==> src/rtl/rf_dump_pkg.sv <==
// Shared definitions for the register-file debug dumper:
// FSM encoding, record length and byte-lane selectors.
package rf_dump_pkg;

    typedef enum logic [2:0] {
        S_IDLE,
        S_SEL,
        S_SEND,
        S_NEXT,
        S_DONE
    } state_e;

    localparam int unsigned REC_BYTES = 5;
    localparam int unsigned CNTW      = 3;

    // Byte position within a record: index byte first, then data MSB to LSB.
    localparam logic [CNTW-1:0] BSEL_IDX  = CNTW'(0);
    localparam logic [CNTW-1:0] BSEL_B3   = CNTW'(1);
    localparam logic [CNTW-1:0] BSEL_B2   = CNTW'(2);
    localparam logic [CNTW-1:0] BSEL_B1   = CNTW'(3);
    localparam logic [CNTW-1:0] BSEL_B0   = CNTW'(4);
    localparam logic [CNTW-1:0] BSEL_LAST = CNTW'(REC_BYTES - 1);

endpackage

==> src/rtl/rf_dump.sv <==
// Scans registers 1..NREG-1 through the register file debug port and
// streams each one as a 5-byte {idx, data[31:0]} record on a valid/ready byte bus.
module rf_dump #(
    parameter int unsigned NREG      = 32,
    parameter int unsigned IDXW      = 5,
    parameter bit          SKIP_ZERO = 1'b0
) (
    input  logic            clk,
    input  logic            rst,
    input  logic            start,
    input  logic            abort,
    output logic            busy,
    output logic            done,
    output logic [IDXW-1:0] reg_sel,
    input  logic [31:0]     reg_data,
    output logic [7:0]      tx_data,
    output logic            tx_valid,
    input  logic            tx_ready
);
    import rf_dump_pkg::*;

    state_e            state_q,    state_d;
    logic [IDXW-1:0]   idx_q,      idx_d;
    logic [CNTW-1:0]   byte_cnt_q, byte_cnt_d;
    logic [31:0]       shadow_q,   shadow_d;
    logic              abort_q,    abort_d;
    logic [IDXW-1:0]   reg_sel_q,  reg_sel_d;
    logic              busy_q,     busy_d;
    logic              done_q,     done_d;
    logic              tx_valid_q, tx_valid_d;
    logic [7:0]        tx_data_q,  tx_data_d;
    logic              accept_c;

    function automatic logic [7:0] lane(input logic [31:0]     word,
                                        input logic [IDXW-1:0] idx,
                                        input logic [CNTW-1:0] sel);
        case (sel)
            BSEL_IDX: lane = 8'(idx);
            BSEL_B3:  lane = word[31:24];
            BSEL_B2:  lane = word[23:16];
            BSEL_B1:  lane = word[15:8];
            BSEL_B0:  lane = word[7:0];
            default:  lane = 8'h00;
        endcase
    endfunction

    assign accept_c = tx_valid_q && tx_ready;

    // Next-state and registered-output logic.
    always_comb begin
        state_d    = state_q;
        idx_d      = idx_q;
        byte_cnt_d = byte_cnt_q;
        shadow_d   = shadow_q;
        abort_d    = abort_q;
        reg_sel_d  = reg_sel_q;
        busy_d     = busy_q;
        done_d     = 1'b0;
        tx_valid_d = tx_valid_q;
        tx_data_d  = tx_data_q;

        unique case (state_q)
            S_IDLE: begin
                if (start) begin
                    state_d   = S_SEL;
                    idx_d     = IDXW'(1);
                    reg_sel_d = IDXW'(1);
                    busy_d    = 1'b1;
                    abort_d   = 1'b0;
                end
            end
            S_SEL: begin
                if (abort) begin
                    state_d   = S_IDLE;
                    busy_d    = 1'b0;
                    reg_sel_d = '0;
                end else begin
                    shadow_d = reg_data;
                    if (SKIP_ZERO && (reg_data == 32'h0)) begin
                        state_d = S_NEXT;
                    end else begin
                        state_d    = S_SEND;
                        tx_valid_d = 1'b1;
                        tx_data_d  = lane(reg_data, idx_q, BSEL_IDX);
                        byte_cnt_d = BSEL_IDX;
                    end
                end
            end
            S_SEND: begin
                // An abort seen while stalled is remembered until the held byte drains.
                if (accept_c) begin
                    if (abort || abort_q) begin
                        tx_valid_d = 1'b0;
                        state_d    = S_IDLE;
                        busy_d     = 1'b0;
                        reg_sel_d  = '0;
                        abort_d    = 1'b0;
                    end else if (byte_cnt_q == BSEL_LAST) begin
                        tx_valid_d = 1'b0;
                        state_d    = S_NEXT;
                    end else begin
                        byte_cnt_d = byte_cnt_q + CNTW'(1);
                        tx_data_d  = lane(shadow_q, idx_q, byte_cnt_q + CNTW'(1));
                    end
                end else if (abort) begin
                    abort_d = 1'b1;
                end
            end
            S_NEXT: begin
                if (abort) begin
                    state_d   = S_IDLE;
                    busy_d    = 1'b0;
                    reg_sel_d = '0;
                end else if (idx_q == IDXW'(NREG - 1)) begin
                    state_d = S_DONE;
                end else begin
                    idx_d     = idx_q + IDXW'(1);
                    reg_sel_d = idx_q + IDXW'(1);
                    state_d   = S_SEL;
                end
            end
            S_DONE: begin
                done_d    = 1'b1;
                busy_d    = 1'b0;
                reg_sel_d = '0;
                state_d   = S_IDLE;
            end
            default: begin
                state_d = S_IDLE;
            end
        endcase
    end

    always_ff @(posedge clk or posedge rst) begin
        if (rst) begin
            state_q    <= S_IDLE;
            idx_q      <= '0;
            byte_cnt_q <= '0;
            shadow_q   <= '0;
            abort_q    <= 1'b0;
            reg_sel_q  <= '0;
            busy_q     <= 1'b0;
            done_q     <= 1'b0;
            tx_valid_q <= 1'b0;
            tx_data_q  <= '0;
        end else begin
            state_q    <= state_d;
            idx_q      <= idx_d;
            byte_cnt_q <= byte_cnt_d;
            shadow_q   <= shadow_d;
            abort_q    <= abort_d;
            reg_sel_q  <= reg_sel_d;
            busy_q     <= busy_d;
            done_q     <= done_d;
            tx_valid_q <= tx_valid_d;
            tx_data_q  <= tx_data_d;
        end
    end

    assign busy     = busy_q;
    assign done     = done_q;
    assign reg_sel  = reg_sel_q;
    assign tx_valid = tx_valid_q;
    assign tx_data  = tx_data_q;

endmodule

==> config.mk <==
export PLATFORM = sky130hd
export DESIGN_NAME = rf_dump
export DESIGN_NICKNAME = d
export VERILOG_FILES = /design/src/rtl/rf_dump_pkg.sv /design/src/rtl/rf_dump.sv
export SDC_FILE = /design/constraint.sdc
export NUM_CORES = 1
export LEC_CHECK = 0
export CAP_MARGIN = 30
export CORE_MARGIN = 4
export CORE_UTILIZATION = 47
export CTS_CLUSTER_DIAMETER = 150
export DETAILED_ROUTE_END_ITERATION = 6
export GPL_TIMING_DRIVEN = 0
export PLACE_DENSITY = 0.81
export SLEW_MARGIN = 30
export SYNTH_ARGS = -nofsm -noshare
export SYNTH_HDL_FRONTEND = slang
export SYNTH_SLANG_ARGS = --single-unit
==> constraint.sdc <==
create_clock -name clk -period 2.14 [get_ports clk]
set_clock_uncertainty 0.1 [all_clocks]
set_input_delay 0.642 -clock clk [delete_from_list [all_inputs] [get_ports clk]]
set_output_delay 0.642 -clock clk [all_outputs]
set_load 0.02 [all_outputs]
==> flow_metrics.tcl <==
set metrics [dict create \
    drt_pass1_iterations 5 \
    ff2ff_path_depth 7 \
    yosysWarnings 0 \
    routabilityCongestion 0.873 \
    htree_levels 3 \
    synth_edf_count 0 \
    ir_drop_mv 0.600 \
    finalMaxSlewViolations 0 \
    drive_gt1_frac 0.124 \
    r2r_slack_ns 0.05 \
    seq_area_mm2 0.00151 \
    grt_first_pass_wirelength_mm 11.6 \
    routed_wirelength_mm 7.23 \
    grt_max_degree 31 \
    slowest_delay_ns 0.50 \
    yosys.area.top_type_share 0.512 \
    antenna_cells 0 \
    path_max_fanout 7 \
    crit_required_ns 2.30 \
    synth_seq_cells 60 \
    antenna_left 0 \
    whs_path_depth 2 \
    cp-start-kind "input pin" \
    drc 0 \
    clock_latency_ns 0.35 \
    reg2reg_to "idx_q[3]" \
    ys_top_cells_by_area "dfrtp_1 (51%), nand2_1 (14%), ha_1 (3.0%)" \
    crit_path_cell_trace "clkdlybuf4s15_2 > or4b_4 > buf_6 > nor3_4 > o21ai_1 > o21ai_0" \
    via_per_inst 5.51 \
    antenna_found_initial 0 \
    clock_path_buffers 2 \
    numClockSinks 60 \
    ys_seq_area_frac 0.512 \
    hp-start "shadow_q[0]" \
    post_drt_wl_per_cell_um 15.4 \
    drv_cap 0 \
    p_leak_nw 1.87 \
    hold_path.class "flip-flop to flip-flop" \
    finalHoldWorstSlack_ns 0.380 \
    worst-path-buf-inv 2 \
    yosysMostFrequentCell "nand2_1" \
    syn_area_per_cell_um2 9.04 \
    cts_made_buffers 9 \
    fmax_ghz 0.477 \
    stdcell_count 471 \
    synth-main-ff-cell "dfrtp_1" \
    grt_overflow 0 \
    min_to "shadow_q[0]" \
    cts_hold_buf 0 \
    fillCellCount 524 \
    slew-limit-headroom 0.598 \
    port_buffers 52 \
    hold_violations 0 \
    core_mm2 0.00599 \
    yosysUniqueCellTypes 44 \
    dp.cells 453 \
    hpwl_mm 5.17 \
    die_h_um 87.0 \
    yosysTopAreaCell "dfrtp_1" \
    syn-num-nets 368 \
    period_share 0.980 \
    p_total_mw 4.31 \
    syn_inst 324 \
    worstSetupPathType "input pin to flip-flop" \
    cp_top_family "simple AND/OR/NAND/NOR gates" \
    vias 2596 \
    setup_viol_count_final 0 \
    min_period_ns 2.10 \
    start_util 0.489 \
    grt_pass1_vias 2498 \
    cts_tree "done" \
    crit_arrival_ns 2.25 \
    drt_iter0_drc 198 \
    outcome "finished clean" \
    ys_top_cells_by_count "nand2_1 (111), dfrtp_1 (60), nor2_1 (21), clkbuf_1 (13), a21oi_1 (12)" \
    tightest_slew_ns 0.601 \
    area_growth_pct 32.7 \
    dieArea_mm2 0.00756 \
    cts_root_buf "clkbuf_8" \
    power_density_mw_per_mm2 1110 \
    layout.nets 436 \
    die_x_um 87.0 \
    rr_startpoint "idx_q[0]" \
    path_clk_slew_ns 0.06 \
    async_flop_share 1.00 \
    crit_path_end_kind "flip-flop" \
    multiInputGateArea_mm2 0.00136 \
    rows 28 \
    netlist_area_mm2 0.00293 \
    critical_path.slowest_cell "or4b_4" \
    grt.total_usage 0.200 \
    io_pins 53 \
]
==> worst min-delay path: cells and delay by family, from the launching register on <==
kind	cells	cell delay, ns
DFF	1	0.34
and+or+nand+nor	2	0.11
==> registers in the layout, summed over array words and instances (netlist names) <==
signal,count
idx_q,5
busy,1
done,1
shadow_q,32
tx_valid,1
reg_sel,5
abort_q,1
tx_data,8
byte_cnt_q,3
state_q,3
==> layout by cell type (no fill, tap or decap), types with 8 or more instances in the layout <==
master           Yosys  final
a21oi_1             12     12
dfrtp_1             60     57
nor2_1              21     21
clkbuf_8             0      9
a222oi_1             8      8
inv_1                9      8
o21ai_0             11      9
clkdlybuf4s50_1      0     50
clkbuf_1            13     10
nand2_1            111    111
==> worst max-delay path by stage <==
stage,start,end,slack [ns],depth (start not counted)
2_1_floorplan,abort,reg_sel[0],0.02,5
3_5_place_dp,abort,tx_data[7],-0.71,6
3_3_place_gp,abort,reg_sel[0],-0.60,6
5_1_grt,state_q[1],tx_valid,-0.06,5
4_1_cts,tx_valid,tx_valid,0.001,1
6_report,abort,tx_data[7],0.04,6
==> kinds of logic after synthesis <==
| kind of cell | share of synthesized area |
|---|---|
| AND/OR/NAND/NOR | 0.236 |
| AO/OA/AOI/OAI | 0.144 |
| flip-flops | 0.512 |
| buffers and inverters | 0.0440 |
| multiplexers | 0.0278 |
| adder cells (fa/ha/maj) | 0.0299 |
| XOR/XNOR | 0.00598 |
==> power by group <==
| group | switching [mW] | internal [mW] |
|---|---|---|
| registers | 0.275 | 1.53 |
| clock network | 0.445 | 0.527 |
| logic | 0.840 | 0.696 |
| total | 1.56 | 2.75 |
==> cell type report <==
cell class                 count  share of cell area
tap                           75              0.0241
clock inverter                 5              0.0138
clock buffer                  10              0.0328
timing repair buffer          59               0.157
sequential                    60               0.387
multi-input combinational    236               0.350
buffer                        17              0.0257
inverter                       9             0.00965
==> stage by stage <==
step / utilization / instance area [um2] / TNS (ns) / worst slack (ns)
after floorplan: - / 2940 / 0 / 0.0221
after global placement: 0.594 / 3560 / -24.03 / -0.601
after detailed placement: 0.602 / 3610 / -25.80 / -0.707
after CTS: 0.640 / 3830 / 0 / 0.00102
after global routing: 0.649 / 3890 / -0.0808 / -0.0624
final: 0.649 / 3890 / 0 / 0.0432
==> timing repair <==
action                                  CTS  global route
pin swaps                                 1             5
gates resized for setup                  14            13
cloned                                    0             0
setup buffers                             0             5
endpoints found under the setup margin   51            47
==> layer usage <==
metal	up-vias	part of all wire	wire [um]	track usage
li1	1237	-	-	-
met1	1224	0.43	3080	0.258
met2	117	0.48	3490	0.326
met3	18	0.071	511	0.0322
met4	0	0.021	152	0.0963
met5	-	0	0	0
Power figures use the tool's default switching activity.
